<file path="config.mk">
export PLATFORM = sky130hd
export DESIGN_NAME = vs_div_arbiter
export DESIGN_NICKNAME = d
export VERILOG_FILES = /design/src/rtl/vs_div_arbiter.sv
export SDC_FILE = /design/constraint.sdc
export NUM_CORES = 1
export LEC_CHECK = 0
export ABC_CLOCK_PERIOD_IN_PS = 3630
export CAP_MARGIN = 0
export CORE_ASPECT_RATIO = 1.1
export CORE_MARGIN = 2
export CORE_UTILIZATION = 52
export DETAILED_ROUTE_END_ITERATION = 16
export PLACE_DENSITY_LB_ADDON = 0.3
export SYNTH_ARGS = -nofsm -noshare
export SYNTH_HDL_FRONTEND = slang
export SYNTH_SLANG_ARGS = --single-unit
</file>
<file path="constraint.sdc">
create_clock -name clk -period 3.63 [get_ports clk]
set_input_delay 0.726 -clock clk [delete_from_list [all_inputs] [get_ports clk]]
set_output_delay 0.726 -clock clk [all_outputs]
set_load 0.05 [all_outputs]
</file>
<file path="src/rtl/vs_div_arbiter.sv">
// Shared signed Q-format divider for the vertex-shader lanes: round-robin grant,
// bit-serial restoring division, fixed latency, saturating result.
//   state  | meaning
//   S_IDLE | arbitrate, accept one lane's operands
//   S_LOAD | record sign / zero-divisor, form magnitudes
//   S_DIV  | one quotient bit per cycle, FIXED_WIDTH+FRAC_BITS cycles
//   S_FIX  | saturate / negate into the response register
//   S_RESP | one-cycle resp_valid pulse to the granted lane
module vs_div_arbiter #(
  parameter int FIXED_WIDTH = 16,
  parameter int FRAC_BITS   = 8,
  parameter int NUM_REQ     = 4,
  parameter int REQ_BIT     = 2
) (
  input  logic                           clk,
  input  logic                           reset,
  input  logic [NUM_REQ-1:0]             req_valid,
  input  logic [NUM_REQ*FIXED_WIDTH-1:0] req_dividend,
  input  logic [NUM_REQ*FIXED_WIDTH-1:0] req_divisor,
  output logic [NUM_REQ-1:0]             req_ready,
  output logic [NUM_REQ-1:0]             resp_valid,
  output logic [REQ_BIT-1:0]             resp_tag,
  output logic [FIXED_WIDTH-1:0]         resp_quotient,
  output logic                           resp_div_by_zero,
  output logic                           busy
);

  localparam int N  = FIXED_WIDTH + FRAC_BITS;
  localparam int CW = $clog2(N);
  localparam logic [FIXED_WIDTH-1:0] ONE     = {{(FIXED_WIDTH-1){1'b0}}, 1'b1};
  localparam logic [FIXED_WIDTH-1:0] SAT_POS = {1'b0, {(FIXED_WIDTH-1){1'b1}}};
  localparam logic [FIXED_WIDTH-1:0] SAT_NEG = {1'b1, {(FIXED_WIDTH-1){1'b0}}};
  localparam logic [N-1:0] MAX_POS = {{(FRAC_BITS+1){1'b0}}, {(FIXED_WIDTH-1){1'b1}}};
  localparam logic [N-1:0] MAX_NEG = {{FRAC_BITS{1'b0}}, 1'b1, {(FIXED_WIDTH-1){1'b0}}};
  localparam logic [NUM_REQ-1:0] LANE0 = {{(NUM_REQ-1){1'b0}}, 1'b1};

  typedef enum logic [2:0] {S_IDLE, S_LOAD, S_DIV, S_FIX, S_RESP} state_t;

  state_t state_q, state_d;
  logic [REQ_BIT-1:0]     rr_ptr_q, rr_ptr_d, tag_q, tag_d;
  logic [FIXED_WIDTH-1:0] opa_q, opa_d, opb_q, opb_d, den_q, den_d;
  logic                   neg_q, neg_d, a_neg_q, a_neg_d, dz_q, dz_d;
  logic [N-1:0]           num_q, num_d, quo_q, quo_d;
  logic [FIXED_WIDTH:0]   rem_q, rem_d, trial;
  logic [CW-1:0]          cnt_q, cnt_d;
  logic [FIXED_WIDTH-1:0] quot_q, quot_d, fix_result;
  logic                   flag_q, flag_d;
  logic                   grant_found, handshake;
  logic [REQ_BIT-1:0]     grant_idx;

  function automatic logic [FIXED_WIDTH-1:0] mag(input logic [FIXED_WIDTH-1:0] v);
    return v[FIXED_WIDTH-1] ? (~v + ONE) : v;
  endfunction

  // First requester at or above rr_ptr, wrapping.
  always_comb begin
    grant_found = 1'b0;
    grant_idx   = '0;
    for (int i = 0; i < NUM_REQ; i++) begin
      if (!grant_found && req_valid[(int'(rr_ptr_q) + i) % NUM_REQ]) begin
        grant_found = 1'b1;
        grant_idx   = REQ_BIT'((int'(rr_ptr_q) + i) % NUM_REQ);
      end
    end
  end

  assign handshake = (state_q == S_IDLE) && grant_found && !reset;

  always_ff @(posedge clk) begin
    if (reset) state_q <= S_IDLE;
    else       state_q <= state_d;
  end

  always_comb begin
    state_d = state_q;
    case (state_q)
      S_IDLE:  if (handshake) state_d = S_LOAD;
      S_LOAD:  state_d = S_DIV;
      S_DIV:   if (cnt_q == '0) state_d = S_FIX;
      S_FIX:   state_d = S_RESP;
      S_RESP:  state_d = S_IDLE;
      default: state_d = S_IDLE;
    endcase
  end

  always_comb begin
    req_ready  = handshake ? (LANE0 << grant_idx) : '0;
    resp_valid = (state_q == S_RESP) ? (LANE0 << tag_q) : '0;
    busy       = (state_q != S_IDLE);
  end

  assign resp_tag         = tag_q;
  assign resp_quotient    = quot_q;
  assign resp_div_by_zero = flag_q;
  assign trial            = {rem_q[FIXED_WIDTH-1:0], num_q[N-1]};

  always_comb begin
    if (dz_q)                          fix_result = a_neg_q ? SAT_NEG : SAT_POS;
    else if (!neg_q && quo_q > MAX_POS) fix_result = SAT_POS;
    else if (neg_q && quo_q > MAX_NEG)  fix_result = SAT_NEG;
    else if (neg_q)                     fix_result = ~quo_q[FIXED_WIDTH-1:0] + ONE;
    else                                fix_result = quo_q[FIXED_WIDTH-1:0];
  end

  always_comb begin
    rr_ptr_d = rr_ptr_q;
    tag_d    = tag_q;
    opa_d    = opa_q;
    opb_d    = opb_q;
    den_d    = den_q;
    neg_d    = neg_q;
    a_neg_d  = a_neg_q;
    dz_d     = dz_q;
    num_d    = num_q;
    quo_d    = quo_q;
    rem_d    = rem_q;
    cnt_d    = cnt_q;
    quot_d   = quot_q;
    flag_d   = flag_q;
    case (state_q)
      S_IDLE: if (handshake) begin
        tag_d    = grant_idx;
        opa_d    = req_dividend[int'(grant_idx)*FIXED_WIDTH +: FIXED_WIDTH];
        opb_d    = req_divisor[int'(grant_idx)*FIXED_WIDTH +: FIXED_WIDTH];
        rr_ptr_d = REQ_BIT'((int'(grant_idx) + 1) % NUM_REQ);
      end
      S_LOAD: begin
        neg_d   = opa_q[FIXED_WIDTH-1] ^ opb_q[FIXED_WIDTH-1];
        a_neg_d = opa_q[FIXED_WIDTH-1];
        dz_d    = (opb_q == '0);
        den_d   = mag(opb_q);
        num_d   = {mag(opa_q), {FRAC_BITS{1'b0}}};
        rem_d   = '0;
        quo_d   = '0;
        cnt_d   = CW'(N - 1);
      end
      S_DIV: begin
        num_d = {num_q[N-2:0], 1'b0};
        cnt_d = cnt_q - CW'(1);
        if (trial >= {1'b0, den_q}) begin
          rem_d = trial - {1'b0, den_q};
          quo_d = {quo_q[N-2:0], 1'b1};
        end else begin
          rem_d = trial;
          quo_d = {quo_q[N-2:0], 1'b0};
        end
      end
      S_FIX: begin
        quot_d = fix_result;
        flag_d = dz_q;
      end
      default: ;
    endcase
  end

  always_ff @(posedge clk) begin
    if (reset) begin
      rr_ptr_q <= '0;
      tag_q    <= '0;
      opa_q    <= '0;
      opb_q    <= '0;
      den_q    <= '0;
      neg_q    <= 1'b0;
      a_neg_q  <= 1'b0;
      dz_q     <= 1'b0;
      num_q    <= '0;
      quo_q    <= '0;
      rem_q    <= '0;
      cnt_q    <= '0;
      quot_q   <= '0;
      flag_q   <= 1'b0;
    end else begin
      rr_ptr_q <= rr_ptr_d;
      tag_q    <= tag_d;
      opa_q    <= opa_d;
      opb_q    <= opb_d;
      den_q    <= den_d;
      neg_q    <= neg_d;
      a_neg_q  <= a_neg_d;
      dz_q     <= dz_d;
      num_q    <= num_d;
      quo_q    <= quo_d;
      rem_q    <= rem_d;
      cnt_q    <= cnt_d;
      quot_q   <= quot_d;
      flag_q   <= flag_d;
    end
  end

endmodule

</file>
==> results.cfg <==
[timing]
hold_viol_final = 0
rsz0062_at_grt = no
whs_ps = 460
maxSlewHeadroom_pct = 20.4
finalMaxSlewViolations = 0
period_needed_ps = 3350
setup_tns_ps = 0
setup_violations = 0
worst_pin_slew_ps = 1190
skew_ps = 10.8
post-route-period-util_pct = 92.2
max_freq_ghz = 0.299

[global_route]
grt_pass1_wl_mm = 37.0
grt.total_usage_pct = 27.6
grt_start_max_net_pins = 121
grt.overflow.total = 0
first_global_vias = 7769
antenna_found_initial = 1

[power]
power_per_cell_area_nw_per_um2 = 960
p_comb_share_pct = 58.0
ir_drop_v = 0.000584
p_int_mw = 5.19
switching_share_pct = 47.9
p_sw_mw = 4.78
power_mw = 9.97
leakagePower_nw = 3.96
seq_power_share_pct = 24.4
clkPwrFrac_pct = 17.6

[synthesis]
yosysTopAreaCell = dfxtp_1
yosys_warnings = 0
synth_nets = 1245
seq_area_frac_synth_pct = 33.9
syn_inst = 1085
synth_area_leaders = dfxtp_1, nand2_1, nand3_1, a21oi_1, nor2_1
synth-edff-count = 0
async_flop_share_pct = 0
synth_flop_cell = dfxtp_1
synth-seq-cells = 136
netlist_area_sq_um = 8020
synth_top_cell_area_share_pct = 33.9
synth.distinct_cells = 56
syn_area_per_cell_sq_um = 7.39

[clocking]
htreeDepth = 4
cts_setup_buffers = 0
cts-root-buf = clkbuf_16
cts-resized-gates = 0
clk_pin_slew_ps = 60
clock_path_buffers = 2
cts_sinks = 136
numCtsBuffers = 17
cts_tree = done
worstSkewPairLatency_ps = 420
cts_hold_buf = 0

[floorplan]
die_x_um = 122
dieArea_sq_um = 16400
start_util_pct = 53.3
die_h_um = 134
fp-row-count = 47
pin_count = 162
coreArea_sq_um = 15100

[min_path]
min_to = resp_div_by_zero
hp-start = resp_div_by_zero
hold_class = reg -> reg
min_path_cells = 2

[critical_path]
end_kind = output port
r2r_end = rem_q[15]
arrival_ps = 2620
rr_worst_depth = 9
cp-start-kind = primary input
r2r_slack_ps = 630
critPathLaunch = req_valid[0]
worstPathMaxFanout = 10
cp_data_required_time_ps = 2900
r2r_start = den_q[4]
setup.worst_path.class = in -> out

[layout]
area_delta_synth_final_pct = 29.5
fill_cells = 1267
drive_gt1_share_pct = 7.05
nNetsFinal = 1366

[placement]
io_buffers = 161
place.gp.congestion = 0.903
post-dp-hpwl_mm = 15.8

[drt]
antenna_left = 0
routed_wl_mm = 22.2
post_drt_via_cell_ratio = 5.86
drtPass1Iterations = 6
drtIter0Drc = 810
via_count = 8301
drc = 0
wl_per_cell_um = 15.7

[outcome]
status = complete, no violations

[job]
cap_violations = 0
-- cell usage after synthesis (12+ instances only) --
master / instances
dfxtp_1: 136
inv_1: 33
a22oi_1: 41
o31ai_1: 19
xor2_1: 25
a211oi_1: 25
o21ai_0: 29
nand3_1: 99
nor2_1: 103
ha_1: 25
clkbuf_1: 65
mux2_2: 20
a21oi_1: 85
nor3_1: 21
nand2_1: 199
xnor2_1: 21
a221oi_1: 12
-- cell families (layout without fill, tap and decap cells) --
group | after synthesis | in the layout | synth area share, %
flops | 136 | 136 | 33.9
compound gates | 256 | 256 | 21.0
buf+inv | 108 | 242 | 5.12
simple gates | 490 | 490 | 27.6
xor+xnor | 46 | 46 | 5.02
mux | 23 | 23 | 3.18
fa+ha+maj | 26 | 26 | 4.15
other cells | 0 | 1 | 0
-- layout make-up --
class,instances,area [sq um],share of cell area [%]
Inverter,33,124,1.19
Antenna cell,1,2.50,0.0241
Tap cell,196,245,2.36
Sequential cell,136,2720,26.2
Multi-Input combinational cell,841,4920,47.4
Clock buffer,18,439,4.23
Timing Repair Buffer,177,1770,17.0
Clock inverter,14,164,1.58
-- per-stage QoR --
step / std cells / cell area (sq um) / worst slack [ps] / util, %
floorplan: 1085 / 8020 / 351 / -
global placement: 1383 / 9780 / 360 / 65.0
detailed placement: 1383 / 9780 / 286 / 65.0
CTS: 1415 / 10400 / 287 / 69.0
global route: 1416 / 10400 / 177 / 69.0
finish: 1416 / 10400 / 281 / 69.0
-- power by group through the flow --
stage          registers [mW]  clock network [mW]  logic [mW]
6_report                 2.43                1.76        5.78
5_1_grt                  2.49                1.84        6.23
4_1_cts                  2.42                1.77        5.73
3_5_place_dp             2.45                   0        5.66
3_3_place_gp             2.43                   0        5.58
2_1_floorplan            2.32                   0        4.39
-- cell usage in the layout (no fill, tap or decap), drive strengths merged, types with 5 or more instances in the layout --
cell / Yosys / final
a211oi: 25 / 25
a21oi: 85 / 85
a221oi: 12 / 12
a22oi: 41 / 41
a31oi: 7 / 7
and2: 6 / 6
buf: 10 / 21
clkbuf: 65 / 18
clkdlybuf4s50: 0 / 156
dfxtp: 136 / 136
ha: 25 / 25
inv: 33 / 39
mux2: 20 / 20
nand2: 199 / 199
nand2b: 9 / 9
nand3: 99 / 99
nand4: 6 / 6
nor2: 103 / 103
nor2b: 5 / 5
nor3: 23 / 23
nor4: 11 / 11
o21a: 7 / 7
o21ai: 29 / 29
o31ai: 20 / 20
or3: 7 / 7
or4: 8 / 8
xnor2: 21 / 21
xor2: 25 / 25
-- flip-flops by register name (all words and copies together), names as in the netlist --
register          count
quo_q                24
den_q                16
num_q                16
opa_q                16
opb_q                16
rem_q                16
resp_quotient        16
cnt_q                 5
state_q               3
resp_tag              2
rr_ptr_q              2
a_neg_q               1
dz_q                  1
neg_q                 1
resp_div_by_zero      1
-- worst max path at each step --
stage	endpoint	slack, ps	cells after the start
2_1_floorplan	req_ready[3]	350	7
3_3_place_gp	req_ready[2]	360	8
3_5_place_dp	req_ready[2]	290	8
4_1_cts	req_ready[2]	290	8
5_1_grt	req_ready[2]	180	8
6_report	req_ready[2]	280	8
-- metal layers --
layer  track usage, %  up-vias  part of all wire (%)
met2             46.8      326                    49
met1             34.4     3821                    42
li1                 -     4102                     -
met4             10.5        0                   2.9
met5                0        -                     0
met3             5.61       52                   6.3
-- critical path, cell delays in order --
cell and delay, ps:
clkdlybuf4s50_1 540, a21oi_1 90, o21a_1 210, o22ai_4 260, inv_1 240, ha_1 240, and2_1 160, buf_12 150
No activity file was read; power rests on OpenSTA's default activity.
